[src/rtl/preg_free_list_pkg.sv]
// Shared core parameters and types for rename, ROB and the physical register free list.
// Latency: none (types and constants only).
// Backpressure: not applicable.
package preg_free_list_pkg;

    localparam int NUM_PREGS = 64;
    localparam int NUM_AREGS = 32;
    localparam int PREG_W    = 6;
    localparam int FL_CNT_W  = 7;

    typedef logic [PREG_W-1:0]   preg_t;
    typedef logic [FL_CNT_W-1:0] fl_cnt_t;
    typedef logic [NUM_PREGS-1:0] preg_mask_t;

endpackage

[src/rtl/preg_free_list_if.sv]
// Rename/retire-facing handshake bundle of the physical register free list.
// Latency: wires only.
// Backpressure: rename stalls while alloc_valid is low; releases are never stalled.
interface preg_free_list_if;
    import preg_free_list_pkg::*;

    logic    alloc_req;
    logic    alloc_valid;
    preg_t   alloc_preg;
    logic    rel_valid;
    preg_t   rel_preg;
    fl_cnt_t free_count;
    logic    err_double_free;

    // Rename/retire side drives requests and returns.
    modport master (
        output alloc_req, rel_valid, rel_preg,
        input  alloc_valid, alloc_preg, free_count, err_double_free
    );

    // Free list side.
    modport slave (
        input  alloc_req, rel_valid, rel_preg,
        output alloc_valid, alloc_preg, free_count, err_double_free
    );
endinterface

[src/rtl/preg_free_list_fl_ring.sv]
// Circular FIFO of free physical register IDs with first-word fall-through head.
// Latency: a push becomes visible at the head no earlier than the next cycle.
// Backpressure: caller must not pop when empty; pushes never overflow (at most 63 IDs).
module fl_ring
    import preg_free_list_pkg::*;
(
    input  logic    clk,
    input  logic    rst,
    input  logic    push_i,
    input  preg_t   push_dat_i,
    input  logic    pop_i,
    output preg_t   head_dat_o,
    output fl_cnt_t count_o
);

    preg_t   ring_q [NUM_PREGS];
    preg_t   head_q, head_d;
    preg_t   tail_q, tail_d;
    fl_cnt_t count_q, count_d;

    // Next pointers and occupancy; 6-bit pointers wrap 63->0 naturally.
    always_comb begin
        head_d  = pop_i  ? head_q + 6'd1 : head_q;
        tail_d  = push_i ? tail_q + 6'd1 : tail_q;
        count_d = count_q;
        case ({push_i, pop_i})
            2'b10:   count_d = count_q + 7'd1;
            2'b01:   count_d = count_q - 7'd1;
            default: count_d = count_q;
        endcase
    end

    // Ring storage and pointers; reset preloads p32..p63 as the initial free set.
    always_ff @(posedge clk) begin
        if (rst) begin
            for (int i = 0; i < NUM_PREGS; i++) begin
                ring_q[i] <= preg_t'(i + NUM_AREGS);
            end
            head_q  <= '0;
            tail_q  <= preg_t'(NUM_AREGS);
            count_q <= fl_cnt_t'(NUM_PREGS - NUM_AREGS);
        end else begin
            if (push_i) begin
                ring_q[tail_q] <= push_dat_i;
            end
            head_q  <= head_d;
            tail_q  <= tail_d;
            count_q <= count_d;
        end
    end

    assign head_dat_o = ring_q[head_q];
    assign count_o    = count_q;

endmodule

[src/rtl/preg_free_list.sv]
// Physical register free list: FIFO of free IDs plus a bitmap that screens out double frees.
// Latency: allocation/release take effect on the next edge; no same-cycle release bypass.
// Backpressure: alloc_req is ignored while alloc_valid is low; illegal releases are dropped.
module preg_free_list
    import preg_free_list_pkg::*;
(
    input logic              clk,
    input logic              rst,
    preg_free_list_if.slave  fl
);

    preg_mask_t is_free_q, is_free_d;
    logic       err_q, err_d;
    logic       alloc_fire;
    logic       rel_nonzero;
    logic       rel_accept;
    preg_t      head_preg;
    fl_cnt_t    count;

    assign fl.alloc_valid     = (count != '0);
    assign fl.alloc_preg      = head_preg;
    assign fl.free_count      = count;
    assign fl.err_double_free = err_q;

    // A release of p0 is discarded quietly; any other already-free ID is a double free.
    assign alloc_fire  = fl.alloc_req && fl.alloc_valid;
    assign rel_nonzero = fl.rel_valid && (fl.rel_preg != '0);
    assign rel_accept  = rel_nonzero && !is_free_q[fl.rel_preg];

    fl_ring u_ring (
        .clk        (clk),
        .rst        (rst),
        .push_i     (rel_accept),
        .push_dat_i (fl.rel_preg),
        .pop_i      (alloc_fire),
        .head_dat_o (head_preg),
        .count_o    (count)
    );

    // Bitmap update and error pulse; the head ID and an accepted release can never coincide.
    always_comb begin
        is_free_d = is_free_q;
        if (alloc_fire) begin
            is_free_d[head_preg] = 1'b0;
        end
        if (rel_accept) begin
            is_free_d[fl.rel_preg] = 1'b1;
        end
        err_d = rel_nonzero && is_free_q[fl.rel_preg];
    end

    // Registered bitmap and error flag; reset marks p32..p63 free, p0..p31 architecturally mapped.
    always_ff @(posedge clk) begin
        if (rst) begin
            is_free_q <= {{(NUM_PREGS - NUM_AREGS){1'b1}}, {NUM_AREGS{1'b0}}};
            err_q     <= 1'b0;
        end else begin
            is_free_q <= is_free_d;
            err_q     <= err_d;
        end
    end

endmodule

[src/flat_wrapper.sv]
// flat-port wrapper written by rule: the top's interface ports become plain ports
module preg_free_list_flat import preg_free_list_pkg::*;
  (clk, rst, fl_alloc_req, fl_rel_valid, fl_rel_preg, fl_alloc_valid, fl_alloc_preg, fl_free_count, fl_err_double_free);
  preg_free_list_if fl_i ();
  input logic clk;
  input logic rst;
  input wire logic [$bits(fl_i.alloc_req)-1:0] fl_alloc_req;
  input wire logic [$bits(fl_i.rel_valid)-1:0] fl_rel_valid;
  input wire logic [$bits(fl_i.rel_preg)-1:0] fl_rel_preg;
  output wire logic [$bits(fl_i.alloc_valid)-1:0] fl_alloc_valid;
  output wire logic [$bits(fl_i.alloc_preg)-1:0] fl_alloc_preg;
  output wire logic [$bits(fl_i.free_count)-1:0] fl_free_count;
  output wire logic [$bits(fl_i.err_double_free)-1:0] fl_err_double_free;
  assign fl_i.alloc_req = fl_alloc_req;
  assign fl_i.rel_valid = fl_rel_valid;
  assign fl_i.rel_preg = fl_rel_preg;
  assign fl_alloc_valid = fl_i.alloc_valid;
  assign fl_alloc_preg = fl_i.alloc_preg;
  assign fl_free_count = fl_i.free_count;
  assign fl_err_double_free = fl_i.err_double_free;
  preg_free_list u_core (.clk(clk), .rst(rst), .fl(fl_i));
endmodule
[config.mk]
export PLATFORM = sky130hd
export DESIGN_NAME = preg_free_list_flat
export DESIGN_NICKNAME = d
export VERILOG_FILES = /design/src/rtl/preg_free_list_pkg.sv /design/src/rtl/preg_free_list_if.sv /design/src/rtl/preg_free_list_fl_ring.sv /design/src/rtl/preg_free_list.sv /design/src/flat_wrapper.sv
export SDC_FILE = /design/constraint.sdc
export NUM_CORES = 1
export LEC_CHECK = 0
export ABC_CLOCK_PERIOD_IN_PS = 5500
export CAP_MARGIN = 10
export CORE_MARGIN = 2
export CORE_UTILIZATION = 55
export CTS_CLUSTER_DIAMETER = 120
export DETAILED_ROUTE_END_ITERATION = 16
export PLACE_DENSITY = 0.71
export SYNTH_ARGS = -nofsm -noshare
export SYNTH_HDL_FRONTEND = slang
export SYNTH_HIERARCHICAL = 1
export SYNTH_SLANG_ARGS = --single-unit
[constraint.sdc]
create_clock -name clk -period 5.5 [get_ports clk]
set_input_delay 0.825 -clock clk [delete_from_list [all_inputs] [get_ports clk]]
set_output_delay 0.825 -clock clk [all_outputs]
set_load 0.005 [all_outputs]
* After elaboration in Yosys (flattened, before gate mapping)
Memories as Yosys holds them, arrays and structs flattened. A register that Yosys moved wholly into a read port is not among the register bits.
Index checks and enable logic that the tools add are counted.
** Operators by class
- $lt $le $gt $ge :: 4
- Muxes and demuxes :: 19
- Add/subtract/negate cells :: 4
- Reductions and logical operators :: 11
- Eq/ne operators :: 2
- Bitwise gates (word level) :: 3
** Operators with widths (number)
- $mux 64 :: 2
- $and 64x64->64 :: 1
- $not 64->64 :: 1
- $or 64x64->64 :: 1
- $mux 6 :: 4
- $lt 6x7->1 const B :: 2
- $pmux 7 s2 :: 1
- $add 6x1->6 const B :: 2
- $demux 1 s6 :: 2
- $ge 6x1->1 const B :: 2
- $mux 1 :: 9
- $add 7x1->7 const B :: 1
- $reduce_bool 7->1 :: 1
- $sub 7x1->7 const B :: 1
- $bmux 1 s6 :: 1
- $logic_and 1x1->1 :: 6
- $reduce_bool 6->1 :: 1
- $reduce_or 6->1 :: 1
- $eq 2x1->1 const B :: 1
- $eq 2x2->1 const B :: 1
- $reduce_bool 2->1 :: 1
- $logic_not 1->1 :: 1
** Word-level totals
- Output and inout port bits :: 15
- Flip-flop bits (word level) :: 84
- Memories :: 1
- Word-level logic and storage cells :: 49
- Memory bits (writable) :: 384
- Bits of input ports :: 10
** Memory list
- u_core.u_ring.ring_q :: depth 64, width 6, read ports 1, clocked after memory_dff 1, wr ports 64, RTL line preg_free_list_fl_ring.sv:16 : preg_t ring_q [NUM_PREGS];

* Depth between registers and ports, before layout
- Word-level depth :: 9
- Depth in mapped cells :: 18
- Depth with buffers taken out :: 14

* Modules after synthesis
The synthesis kept the hierarchy.
** Modules (own cells, without submodules)
- fl_ring :: cells each 1408, sequential area each 12031.5 um^2, instances 1, area each 18914.4 um^2
- preg_free_list :: cells each 394, sequential area each 1301.2 um^2, instances 1, area each 3383.2 um^2

* Worst setup path after synthesis
No wires, ideal clock.
- Path type :: input -> register
- From :: in fl_rel_preg[0]
- To :: reg u_core.u_ring.count_q[6], in the netlist u_core/u_ring/count_o[6]
- Cell stages on the path :: 16
- Slack :: 1081 ps
- Data required time :: 5379 ps
- Library setup time :: 121 ps
- Buffers on the path :: 2
- Arrival :: 4298 ps
- Path through :: buf_6 > mux4_2 > mux2i_1 > nor3_1 > or4_4 > nor4_2 > inv_1 > ha_1 > buf_2 > xor2_1 > ha_1 > a21o_1 > o41ai_1 > nand3b_1 > a21oi_1 > mux2_2
** Between the ends
- Longest elaborated chain between the ends :: 6
** RTL lines
- start: declaration :: RTL line flat_wrapper.sv:9 : input wire logic [$bits(fl_i.rel_preg)-1:0] fl_rel_preg;
- $bmux 1 s6 :: RTL line preg_free_list.sv:28 : assign rel_accept = rel_nonzero && !is_free_q[fl.rel_preg];
- $mux 1 (not written as such) :: RTL line preg_free_list.sv:28
- $logic_not 1->1 :: RTL line preg_free_list.sv:28
- $logic_and 1x1->1 (*) :: RTL line preg_free_list.sv:28
- named net u_core.rel_accept :: RTL line preg_free_list.sv:16 : logic rel_accept;
- $eq 2x1->1 / $eq 2x2->1 (equally long branches) :: RTL line preg_free_list_fl_ring.sv:26 : case ({push_i, pop_i})
- $pmux 7 s2 / $reduce_bool 2->1 (equally long branches)
- end signal: assignment :: RTL line preg_free_list_fl_ring.sv:41 : count_q <= fl_cnt_t'(NUM_PREGS - NUM_AREGS);
- end signal: assignment :: RTL line preg_free_list_fl_ring.sv:48 : count_q <= count_d;
- end: declaration :: RTL line preg_free_list_fl_ring.sv:19 : fl_cnt_t count_q, count_d;
Mark *: on every way through the listed nets, which the timed path passes. The rest lies on a longest branch. The select of a mux whose other input is x is not followed.
A chain may end at the register's enable or synchronous reset.

==> metrics.txt <==
initial antenna violation count=0; shortest period the worst path allows=5030 ps; Gates resized, CTS repair=0; Critical Path Most Common Cell=buf_4; Floorplan Core Area=39900 sq um; number of port buffers=24; final critical-path share of the clock period=91.5%; setup slack of the worst register-to-register path=1050 ps; Worst Tran Pin Value=1240 ps; clock tree root buffer cell=clkbuf_16; share of layout cells above drive strength 1=17.8%; critical-path cell with the highest stage delay=dfxtp_1; clock buffers created by TritonCTS=49; clock latency at the later pin of the worst-skew pair=600 ps; HP Start=u_core/is_free_q[34]; Reg2Reg Capture Point=u_core/is_free_q[38]; worst setup path class=reg -> out; global-route total usage across every layer=28.5%; overall power after layout=8.35 mW; top-level I/O count=25; CTS clk-pin slew, worst paths=60 ps; synth top area cells=edfxtp_1 52%, mux4_2 9.7%, dfxtp_1 8.1%; R2R depth=11; highest net fanout along the worst path=17; Synth Cell Area=22300 sq um; DRC Markers=0; cell count after synthesis=1802; starting density of the core=55.9%; async set or reset register ratio after synthesis=0%; worst max-slew margin expressed relative to the limit=15.0%; height of the die=205 um; maximum number of pins on one net before global-route repair=51; row count=73; CP Cell Sequence=buf_4 -> nor2b_1 -> a211oi_1 -> a221o_1 -> o41ai_2 -> buf_4 -> clkdlybuf4s50_1; result of the run=finished clean; global-route wire length before repair=90300 um; setup repair after global routing missed its margin=false; worst clock skew=16.8 ps; aggregate global routing overflow=0; number of failing hold endpoints at the final stage=0; Largest delay share family, worst path=buffers and inverters; Synth Area in Adders=0.281%; post-CTS setup buffer count=0; Iter 0 DRT Violations=1726; kind of path behind the tightest hold check=reg -> reg; die outline width=205 um; wire length per cell=24.7 um; share of synthesized area spent on multiplexers=12.2%; Storage cell area=13300 sq um; arrival time reported for the critical path endpoint=4210 ps; worst endpoint required time=4680 ps; # setup viols final=0; Setup TNS Final=0 ps; Filler Cells Inserted=3059; Leak=7.48 nW; worst hold slack across all endpoints=476 ps; worst path setup slack after routing=469 ps; most common cell after layout, fill and taps aside=edfxtp_1; total power divided by cell area=336 nW/um^2; clock tree from TritonCTS=built; total iterations of the first detailed-routing run=5; Synth Area per Inst=12.4 sq um; FF+latch count, synth=474; Synth Area in Compound Gates=7.52%; Synth Warn #=6; number of enable flip-flop cells after synthesis=384; highest-count cells in the layout ignoring fill and taps=384 x edfxtp_1, 190 x nand2_1, 151 x nor3_1; Post-synth top flop=edfxtp_1; multi-input logic area=8050 sq um; CTS Sinks=474; hold path endpoint=u_core/is_free_q[34]; Final HPWL DP=38100 um; deepest clock path buffer count=3; Synth top area share=51.7%; vias per cell=6.54; relative area change from synthesis to final layout=11.3%; synthesized net count=1817; crit path launch type=flop; number of inserted diodes=0; final layout net count=1820; slowest cell delay on critical path=1080 ps; Final Max Tran Viols=0; endpoint type of the worst setup path=primary output; xor and xnor area share after synthesis=0.471%; max-cap violation count=0; simple logic cell fraction of the synthesized area=15.4%; overall via count from detail_route=15.5k; fraction of the yosys area taken by sequential cells=59.8%; synth unique cells=68; Die Outline Area=42200 sq um; main combinational cell family by area after synthesis=simple AND/OR/NAND/NOR gates; most area-hungry cell type in the Yosys netlist=edfxtp_1; total number of H-tree levels=2; number of antenna-violating nets in the routed design=0; Routability Congestion=0.924; number of hold buffers added after CTS=0; FMAX=199 MHz; via count of the first global-routing pass=15.3k; Post-Place Setup Slack=326 ps; hold path cells=2; worst voltage drop across the vdd grid=0.000256 V; total detailed-routing wirelength=58500 um; crit path buf inv count=3
==> logic make-up after synthesis <==
| kind of cell | count (synthesis) |
|---|---|
| flops | 474 |
| simple gates | 695 |
| buf+inv | 210 |
| fa+ha+maj | 5 |
| xor+xnor | 12 |
| compound gates | 261 |
| mux | 145 |
==> tightest hold or removal path, cell delays in order (launching register included) <==
cell and delay, ps:
dfxtp_1 330, a21oi_1 60, o21ai_0 60
==> sequential cells by signal (all words and copies together), names as in the netlist, named ones only <==
signal	flops
u_core/u_ring/ring_q	384
u_core/is_free_q	64
u_core/u_ring/count_o	7
u_core/u_ring/head_q	6
u_core/u_ring/tail_q	6
u_core/fl.err_double_free	1
==> layer usage <==
layer  part of all wire (%)  vias to the layer above  GRT usage (%)
met5                      0                        -              0
met4                    3.7                        0           12.0
met3                    9.4                      143           5.46
met1                     40                     7740           39.7
li1                       -                     6813              -
met2                     47                      814           44.4
==> stage by stage <==
stage               area (sq um)  utilization [%]  cells
floorplan                  22300                -   1802
global placement           23300             58.3   2279
detailed placement         23300             58.3   2279
CTS                        24800             62.2   2370
global route               24800             62.2   2370
finish                     24800             62.2   2370
==> report_power, final <==
group	switching, mW	internal, mW
Combinational	0.607	0.451
Clock	1.37	1.83
Sequential	0.122	3.97
Total	2.10	6.24
==> how the worst max path moves through the flow <==
stage	from	to	slack, ps	cells past startpoint
detailed placement	fl_rel_preg[2]	u_core/u_ring/ring_q[62][1]	330	13
global route	flop	fl_alloc_preg[1]	460	7
finish	flop	fl_alloc_preg[0]	470	7
global placement	fl_rel_preg[2]	u_core/u_ring/ring_q[62][2]	390	13
CTS	flop	fl_alloc_preg[0]	630	7
floorplan	fl_rel_preg[0]	u_core/u_ring/count_o[6]	1080	16
==> cell usage after synthesis, types with 20 or more instances <==
cell type,count
nand2b_1,21
buf_2,20
a21oi_1,23
dfxtp_1,90
and2_1,34
nor2_1,107
or3_1,64
o21ai_0,88
nor3_1,151
nand3_1,35
edfxtp_1,384
clkbuf_1,137
mux2i_1,37
nand2_1,191
mux4_2,96
o21ai_1,31
o211ai_1,39
==> cell type report <==
type | instances | area share [%]
clock buffer | 65 | 5.31
clock inverter | 26 | 0.888
inverter | 19 | 0.287
multi-input combinational | 1118 | 32.5
sequential | 474 | 53.8
tap | 525 | 2.65
timing repair buffer | 143 | 4.64
Note: power is estimated with default switching activity, not from simulation.
